### src/rtl/core_pkg.sv
// Shared definitions for the five-stage RISC-V core: jump encodings,
// load/store funct3 sizes and the EX/MEM control bundle.
package core_pkg;

    localparam logic [1:0] JUMP_NONE = 2'b00;
    localparam logic [1:0] JUMP_JAL  = 2'b01;
    localparam logic [1:0] JUMP_JALR = 2'b10;

    localparam logic [2:0] F3_B  = 3'b000;
    localparam logic [2:0] F3_H  = 3'b001;
    localparam logic [2:0] F3_W  = 3'b010;
    localparam logic [2:0] F3_BU = 3'b100;
    localparam logic [2:0] F3_HU = 3'b101;

    typedef struct packed {
        logic       memread;
        logic       memwrite;
        logic       memtoreg;
        logic       regwrite;
        logic [1:0] jump;
        logic       taken;
    } ex_mem_ctrl_t;

    localparam ex_mem_ctrl_t CTRL_BUBBLE = '{
        memread:  1'b0,
        memwrite: 1'b0,
        memtoreg: 1'b0,
        regwrite: 1'b0,
        jump:     JUMP_NONE,
        taken:    1'b0
    };

    // Control bundle an entry carries into MEM: real instructions keep theirs,
    // invalid entries never carry side-effecting controls.
    function automatic ex_mem_ctrl_t gate_ctrl(input ex_mem_ctrl_t ctrl, input logic valid);
        return valid ? ctrl : CTRL_BUBBLE;
    endfunction

endpackage

### src/rtl/sat_counter.sv
// Saturating up-counter with synchronous reset and clear; holds at all-ones.
module sat_counter #(
    parameter int WIDTH = 16
) (
    input  logic             clk,
    input  logic             rst,
    input  logic             clr,
    input  logic             inc,
    output logic [WIDTH-1:0] count
);

    logic [WIDTH-1:0] r_count;
    logic             w_full;

    assign w_full = &r_count;
    assign count  = r_count;

    always_ff @(posedge clk) begin
        if (rst) begin
            r_count <= '0;
        end else if (clr) begin
            r_count <= '0;
        end else if (inc && !w_full) begin
            r_count <= r_count + 1'b1;
        end
    end

endmodule

### src/rtl/exmem_pipe_reg.sv
// EX/MEM pipeline register with valid bit, stall/flush (rst > flush > stall > load)
// and saturating stall/bubble performance counters.
module exmem_pipe_reg
    import core_pkg::*;
#(
    parameter int DATA_WIDTH     = 32,
    parameter int REG_ADDR_WIDTH = 5,
    parameter int CNT_WIDTH      = 16
) (
    input  logic                      clk,
    input  logic                      rst,
    input  logic                      stall,
    input  logic                      flush,
    input  logic                      cnt_clr,
    input  logic                      ex_valid,
    input  logic [DATA_WIDTH-1:0]     ex_pc_plus_4,
    input  logic [DATA_WIDTH-1:0]     ex_pc_target,
    input  logic                      ex_taken,
    input  logic                      ex_memread,
    input  logic                      ex_memwrite,
    input  logic                      ex_memtoreg,
    input  logic                      ex_regwrite,
    input  logic [1:0]                ex_jump,
    input  logic [DATA_WIDTH-1:0]     ex_alu_result,
    input  logic [DATA_WIDTH-1:0]     ex_writedata,
    input  logic [2:0]                ex_funct3,
    input  logic [REG_ADDR_WIDTH-1:0] ex_rd,
    output logic                      mem_valid,
    output logic [DATA_WIDTH-1:0]     mem_pc_plus_4,
    output logic [DATA_WIDTH-1:0]     mem_pc_target,
    output logic                      mem_taken,
    output logic                      mem_memread,
    output logic                      mem_memwrite,
    output logic                      mem_memtoreg,
    output logic                      mem_regwrite,
    output logic [1:0]                mem_jump,
    output logic [DATA_WIDTH-1:0]     mem_alu_result,
    output logic [DATA_WIDTH-1:0]     mem_writedata,
    output logic [2:0]                mem_funct3,
    output logic [REG_ADDR_WIDTH-1:0] mem_rd,
    output logic [CNT_WIDTH-1:0]      stall_cnt,
    output logic [CNT_WIDTH-1:0]      bubble_cnt
);

    logic                      r_valid;
    ex_mem_ctrl_t              r_ctrl;
    logic [DATA_WIDTH-1:0]     r_pc_plus_4;
    logic [DATA_WIDTH-1:0]     r_pc_target;
    logic [DATA_WIDTH-1:0]     r_alu_result;
    logic [DATA_WIDTH-1:0]     r_writedata;
    logic [2:0]                r_funct3;
    logic [REG_ADDR_WIDTH-1:0] r_rd;

    ex_mem_ctrl_t w_ex_ctrl;
    logic         w_load;
    logic         w_stall_evt;
    logic         w_bubble_evt;

    assign w_ex_ctrl = '{
        memread:  ex_memread,
        memwrite: ex_memwrite,
        memtoreg: ex_memtoreg,
        regwrite: ex_regwrite,
        jump:     ex_jump,
        taken:    ex_taken
    };

    assign w_load       = !flush && !stall;
    assign w_stall_evt  = stall && !flush;
    // A stalled invalid entry is not a new bubble; only flushes and fresh invalid loads count.
    assign w_bubble_evt = flush || (w_load && !ex_valid);

    always_ff @(posedge clk) begin
        if (rst) begin
            r_valid <= 1'b0;
            r_ctrl  <= CTRL_BUBBLE;
        end else if (flush) begin
            r_valid <= 1'b0;
            r_ctrl  <= CTRL_BUBBLE;
        end else if (!stall) begin
            r_valid <= ex_valid;
            r_ctrl  <= gate_ctrl(w_ex_ctrl, ex_valid);
        end
    end

    // Data fields ignore flush so the clear stays off their wide enables.
    always_ff @(posedge clk) begin
        if (rst) begin
            r_pc_plus_4  <= '0;
            r_pc_target  <= '0;
            r_alu_result <= '0;
            r_writedata  <= '0;
            r_funct3     <= '0;
            r_rd         <= '0;
        end else if (w_load) begin
            r_pc_plus_4  <= ex_pc_plus_4;
            r_pc_target  <= ex_pc_target;
            r_alu_result <= ex_alu_result;
            r_writedata  <= ex_writedata;
            r_funct3     <= ex_funct3;
            r_rd         <= ex_rd;
        end
    end

    sat_counter #(.WIDTH(CNT_WIDTH)) u_stall_cnt (
        .clk   (clk),
        .rst   (rst),
        .clr   (cnt_clr),
        .inc   (w_stall_evt),
        .count (stall_cnt)
    );

    sat_counter #(.WIDTH(CNT_WIDTH)) u_bubble_cnt (
        .clk   (clk),
        .rst   (rst),
        .clr   (cnt_clr),
        .inc   (w_bubble_evt),
        .count (bubble_cnt)
    );

    assign mem_valid      = r_valid;
    assign mem_taken      = r_ctrl.taken;
    assign mem_memread    = r_ctrl.memread;
    assign mem_memwrite   = r_ctrl.memwrite;
    assign mem_memtoreg   = r_ctrl.memtoreg;
    assign mem_regwrite   = r_ctrl.regwrite;
    assign mem_jump       = r_ctrl.jump;
    assign mem_pc_plus_4  = r_pc_plus_4;
    assign mem_pc_target  = r_pc_target;
    assign mem_alu_result = r_alu_result;
    assign mem_writedata  = r_writedata;
    assign mem_funct3     = r_funct3;
    assign mem_rd         = r_rd;

endmodule

### config.mk
export PLATFORM = sky130hd
export DESIGN_NAME = exmem_pipe_reg
export DESIGN_NICKNAME = d
export VERILOG_FILES = /design/src/rtl/core_pkg.sv /design/src/rtl/sat_counter.sv /design/src/rtl/exmem_pipe_reg.sv
export SDC_FILE = /design/constraint.sdc
export NUM_CORES = 1
export LEC_CHECK = 0
export CORE_UTILIZATION = 35
export CTS_BUF_LIST = sky130_fd_sc_hd__clkbuf_4
export CTS_CLUSTER_DIAMETER = 50
export DETAILED_ROUTE_END_ITERATION = 10
export PLACE_DENSITY = 0.71
export REMOVE_ABC_BUFFERS = 1
export SLEW_MARGIN = 20
export SYNTH_ARGS = -nofsm -noshare
export SYNTH_HDL_FRONTEND = slang
export SYNTH_SLANG_ARGS = --single-unit
### constraint.sdc
create_clock -name clk -period 2.1 [get_ports clk]
set_input_delay 0.315 -clock clk [delete_from_list [all_inputs] [get_ports clk]]
set_output_delay 0.315 -clock clk [all_outputs]
set_load 0.05 [all_outputs]
==> Yosys cells after proc, flatten, opt, wreduce, memory -nomap -nowiden <==
Index checks and enable logic that the tools add are counted.
Widths: inputs -> output; s select.
{ "word_totals": {"ff_bits": 176, "latch_bits": 0, "mem_bits_rw": 0, "mem_bits_ro": 0, "output_inout_bits": 176, "elab_cells": 33, "memories": 0} }
{ "classes": {"addsub": 2, "mul": 0, "n_div": 0, "magnitude_cmp": 0, "n_eq_ne": 0, "n_shift": 0, "mux": 1, "n_bitwise": 0, "reduce_logical": 15} }
{ "op_table": {"columns": ["op", "count"], "rows": [
  ["$add 16x1->16 const B", 2],
  ["$reduce_and 16->1", 2],
  ["$mux 7", 1],
  ["$logic_and 1x1->1", 5],
  ["$logic_not 1->1", 5],
  ["$reduce_or 2->1", 2],
  ["$logic_or 1x1->1", 1]
]} }

==> Logic depth before layout (Yosys ltp) <==
{ "logic_depth": {"word_depth": 5, "depth_mapped": 6, "mapped_depth_nobuf": 5} }

==> Modules after synthesis <==
From an unflattened synthesis, not the netlist that was laid out.
{ "hier_totals": {"cells_unflattened": 877, "hier_area_um2": 7803.7} }
{ "modules_own_cells": {"columns": ["module", "instances", "cells_each", "area_each_um2"], "rows": [
  ["exmem_pipe_reg", 1, 657, 5954.5],
  ["sat_counter", 2, 110, 924.6]
]} }

==> Least setup slack after synthesis <==
No wires, ideal clock.
{ "synth_path": {"path_type": "register -> register", "startpoint": "register u_bubble_cnt.r_count[0] (netlist: u_bubble_cnt.count[0])", "endpoint": "register u_bubble_cnt.r_count[14] (netlist: u_bubble_cnt.count[14])", "setup_ps": 71, "t_arrival_ps": 2016, "required_ps": 2029, "setup_slack_ps": 14, "stages_incl_launch_ff": 7, "synth_period_minus_slack_ps": 2086, "cell_sequence": "dfxtp_1 > ha_1 > and4_1 > buf_2 > nand2_1 > or4_1 > a21oi_1"} }
{ "synth_via": {"elab_chain_cells": 3, "word_cells_on_any_way": 4, "cone_classes": "add/sub (1); reduce/logical (3)"} }
{ "synth_rtl": {"columns": ["element", "line", "source"], "rows": [
  ["start, declared", "sat_counter.sv:12", "logic [WIDTH-1:0] r_count;"],
  ["start signal, assigned", "sat_counter.sv:24", "r_count <= r_count + 1'b1;"],
  ["branches (longest 3 deep; another with $add 16x1->16)", null, null]
]} }
Parallel ways; which one is timed is not known.
A chain may end at the register's enable or synchronous reset.

==> Worst setup path in the final report <==
{ "layout_path": {"startpoint": "register r_writedata[18] (netlist: mem_writedata[18])", "endpoint": "output mem_writedata[18]"} }
{ "layout_lines": {"columns": ["element", "line", "source"], "rows": [
  ["start, declared", "exmem_pipe_reg.sv:50", "logic [DATA_WIDTH-1:0] r_writedata;"],
  ["start signal, assigned", "exmem_pipe_reg.sv:99", "r_writedata <= ex_writedata;"],
  ["end, declared", "exmem_pipe_reg.sv:38", "output logic [DATA_WIDTH-1:0] mem_writedata,"]
]} }
No word-level cell between the ends.

==> metrics.md <==
| Metric | Value |
|---|---|
| Result of the run | complete, no violations |
| Gp weighted congestion | 0.849 |
| Synth Warn # | 0 |
| Fill cell count | ~1700 |
| Core area | about 19000 um^2 |
| Crit. End Element | output pin |
| Clock sink count | between 150 and 200 |
| Setup TNS | 0 ps |
| Vias per cell | ~4.9 |
| Final WS setup | around 85 ps |
| RSZ-0062 raised after global routing | false |
| Clock latency on the worst-skew pair | between 500 and 600 ps |
| Clk pin slew, worst setup/hold paths | approximately 160 ps |
| Post-CTS Setup Repair Bufs | 0 |
| Crit-path max cell delay | 820 ps |
| Terminus of the critical flop-to-flop path | u_bubble_cnt.count[15]$_SDFFE_PP0P_ |
| Nets | 1305 |
| Final slew viol count | 0 |
| Yosys cell types | between 40 and 50 |
| Number of H-tree levels | 4 |
| Worst slack, placed | ~52 ps |
| Buf/Inv on CP | 1 |
| Drt wl/cell | 15.2 um |
| DP HPWL | 15400 um |
| IO buf count | between 300 and 400 |
| Critical path peak fanout | 2 |
| VDD IR max | between 0.4 and 0.5 mV |
| CP Data Required Time | between 1500 and 2000 ps |
| Area growth, synth to finish | 62.3% |
| Crit Path Class | reg2out |
| R2r setup slk | around 280 ps |
| DRT iter0 DRCs | between 300 and 400 |
| Share of cells above drive strength 1 | 6.51% |
| WP data arrival | roughly 1700 ps |
| Period utilization | a little over nine tenths |
| Layout Utilization | around 58% |
| Reg2reg path depth | 4 |
| Worst path cell trace | clkdlybuf4s50_1 |
| Initial core utilization | approximately 36% |
| Hold Crit Class | in2reg |
| Slowest CP cell | clkdlybuf4s50_1 |
| Clock share of power | around 28% |
| Tmin final | between 2000 and 2500 ps |
| Number of cells on the worst hold path | 2 |
| Setup-failing EPs final | 0 |
| DRC Markers | 0 |
| Largest net degree at the start of global routing | 67 |
| Non-Filler Instances | between 1000 and 1500 |
| Global-route usage over all layers | 21.3% |
| Slew headroom | 61.0% |
| Initial antenna violation count | 1 |
| Fmax | around 500 MHz |
| Max Clock Skew | 22.6 ps |
| CTS tree | built |
| Design area | between 10000 and 15000 um^2 |
| Final Routed Wirelength | between 20000 and 25000 um |
| Final Hold Viols | 0 |
| CP delay by family, top | buffers and inverters |
| CTS buffer count | 17 |
| Synthesized instance count | approximately 830 |
| Cell area after synthesis | approximately 6700 um^2 |
| Clk buf depth | 2 |
| Hold_sp | rst |
| Global-route wire length before repair | about 33000 um |
| Post-route ant nets | 0 |
| Mean Syn Cell Area | approximately 8.0 um^2 |
| Rows | 50 |
| Switching Share | 30.4% |
| Static leakage | ~5.8 nW |
| Internal power | ~4.7 mW |
| Post-place instance area | 10300 um^2 |
| FF-to-FF Start | u_bubble_cnt.count[5]$_SDFFE_PP0P_ |
| Max-Cap Viols | 0 |
| Crit path launch type | flop |
| Root buf cell | clkbuf_4 |
| Flops & latches, synth | ~180 |
| Pwr per Cell Area | approximately 630 nW/um^2 |
| Combinational power share | between 10% and 20% |
| Worst slew pin tran | roughly 600 ps |
| IO Count | roughly 330 |
| # placed instances | 1369 |
| Die Wd | roughly 140 um |
| Switching pwr | 2.07 mW |
| Via count | ~6800 |
| Die area | a little under 20000 um^2 |
| Grt ovf | 0 |
| Vias in the first global route | between 6000 and 7000 |
| First-pass DRT Iterations | 6 |
| Register area share after synthesis | 52.9% |
| Hold EP | mem_writedata[17]$_SDFFE_PP0P_ |
| Die Y | 140 um |
| Portion of total power attributed to sequential cells | around half |
-- state kept, by name (all words and copies together), names as in the netlist, 2 cells and up --
register            cells
mem_alu_result         32
mem_pc_plus_4          32
mem_pc_target          32
mem_writedata          32
u_bubble_cnt.count     16
u_stall_cnt.count      16
mem_rd                  5
mem_funct3              3
mem_jump                2
-- how the worst max path moves through the flow --
stage,from,end,slack (ps),depth (start not counted)
after floorplan,flush,mem_alu_result[0]$_SDFFE_PP0P_,-2700,3
after global placement,flush,u_stall_cnt.count[9]$_SDFFE_PP0P_,120,5
after detailed placement,flush,u_stall_cnt.count[9]$_SDFFE_PP0P_,50,5
after CTS,mem_writedata[7]$_SDFFE_PP0P_,mem_writedata[7],0.3,1
after global routing,mem_pc_target[26]$_SDFFE_PP0P_,mem_pc_target[26],2,1
final,mem_writedata[18]$_SDFFE_PP0P_,mem_writedata[18],90,1
-- worst reg2reg max path, cell delays in order (launching register included) --
cell	delay, ps
dfxtp_1	470
nand3_2	140
or3_4	420
or4_1	510
o211a_1	220
-- cell usage after synthesis (all sizes together) --
library cell  number  area (um^2)
and4               4         35.0
nand2b             1         6.26
a2111o             2         22.5
buf               13         62.6
a21boi             1         7.51
nand2            307         1150
nand4b             1         8.76
mux2i             16          160
nand3             11         65.1
inv                3         11.3
o211a              1         10.0
or2                5         31.3
or4                3         22.5
o21bai             2         18.8
a211oi             7         52.6
nor4b              1         8.76
and3               3         20.0
clkbuf            43          161
o41ai              3         26.3
or4b               2         20.0
ha                 2         25.0
a31oi              5         31.3
nand4              6         52.6
a22oi              7         52.6
o311a              1         10.0
nor2b              3         18.8
nor3               6         30.0
dfxtp            176         3520
and2               1         6.26
or3               14         93.8
a2111oi            1         8.76
o311ai             1         8.76
nor2              15         56.3
o31ai              4         30.0
a21oi            151          756
nor4               3         18.8
o21ai              8         40.0
-- what timing repair did --
| action | CTS | global route |
|---|---|---|
| hold buffers | 0 | 0 |
| resized for setup | 55 | 110 |
| setup endpoints to repair | 55 | 110 |
-- power groups by stage --
stage	logic, mW	clock network (mW)	registers [mW]
after floorplan	0.239	0	4.03
after global placement	1.37	0	3.59
after detailed placement	1.38	0	3.60
after CTS	1.37	2.02	3.53
after global routing	1.43	2.15	3.54
final	1.35	1.94	3.52
-- layout make-up --
class                   count  area, um^2  area share [%]
diodes                      1        2.50          0.0231
clock buffers              17         128            1.18
clock inverters            15         154            1.42
inverters                   3        11.3           0.104
multi-input cells         598        2920            27.0
flip-flops and latches    176        3520            32.6
well taps                 234         293            2.71
repair buffers            358        3790            35.0
-- through the flow --
step	hold slack [ps]	power, mW
finish	172	6.81
global route	119	7.12
CTS	111	6.91
detailed placement	445	4.98
global placement	441	4.97
floorplan	384	4.27
-- cells in the final DEF, fill, tap and decap left out, types with 2 or more instances in the layout --
cell	instances
nand2_1	307
dfxtp_1	176
clkdlybuf4s50_1	158
a21oi_1	151
dlymetal6s2s_1	110
dlygate4sd2_1	55
buf_4	28
clkbuf_4	17
mux2i_1	16
nor2_1	14
or3_1	12
nand3_1	9
o21ai_0	7
a211oi_1	7
a22oi_1	7
buf_12	7
nor3_1	6
a31oi_1	5
nand4_1	5
inv_6	5
and4_1	4
o31ai_1	4
or4_1	3
or2_2	3
nor4_1	3
inv_1	3
o41ai_1	3
nor2b_1	3
clkinv_1	3
nand3_2	2
and3_1	2
a2111o_1	2
or4b_1	2
ha_1	2
clkinv_4	2
bufinv_16	2
clkinv_2	2
-- routing by layer --
layer / wire, um / share of wire, % / global-route usage, % / up-vias
met5: 0 / 0 / 0 / -
met4: 460 / 2.2 / 7.87 / 0
met3: 1450 / 6.8 / 6.60 / 22
met2: 10700 / 50 / 36.0 / 216
met1: 8790 / 41 / 25.3 / 3130
li1: - / - / - / 3440
-- kinds of logic (layout without fill, tap and decap cells) --
| group | count (synthesis) | in the layout | share of synthesized area, % |
|---|---|---|---|
| buffers and inverters | 59 | 393 | 3.53 |
| adder cells (fa/ha/maj) | 2 | 2 | 0.375 |
| AND/OR/NAND/NOR | 386 | 386 | 24.7 |
| AO/OA/AOI/OAI | 194 | 194 | 16.1 |
| flip-flops | 176 | 176 | 52.9 |
| other | 0 | 1 | 0 |
| multiplexers | 16 | 16 | 2.40 |
No activity file was read; power rests on OpenSTA's default activity.
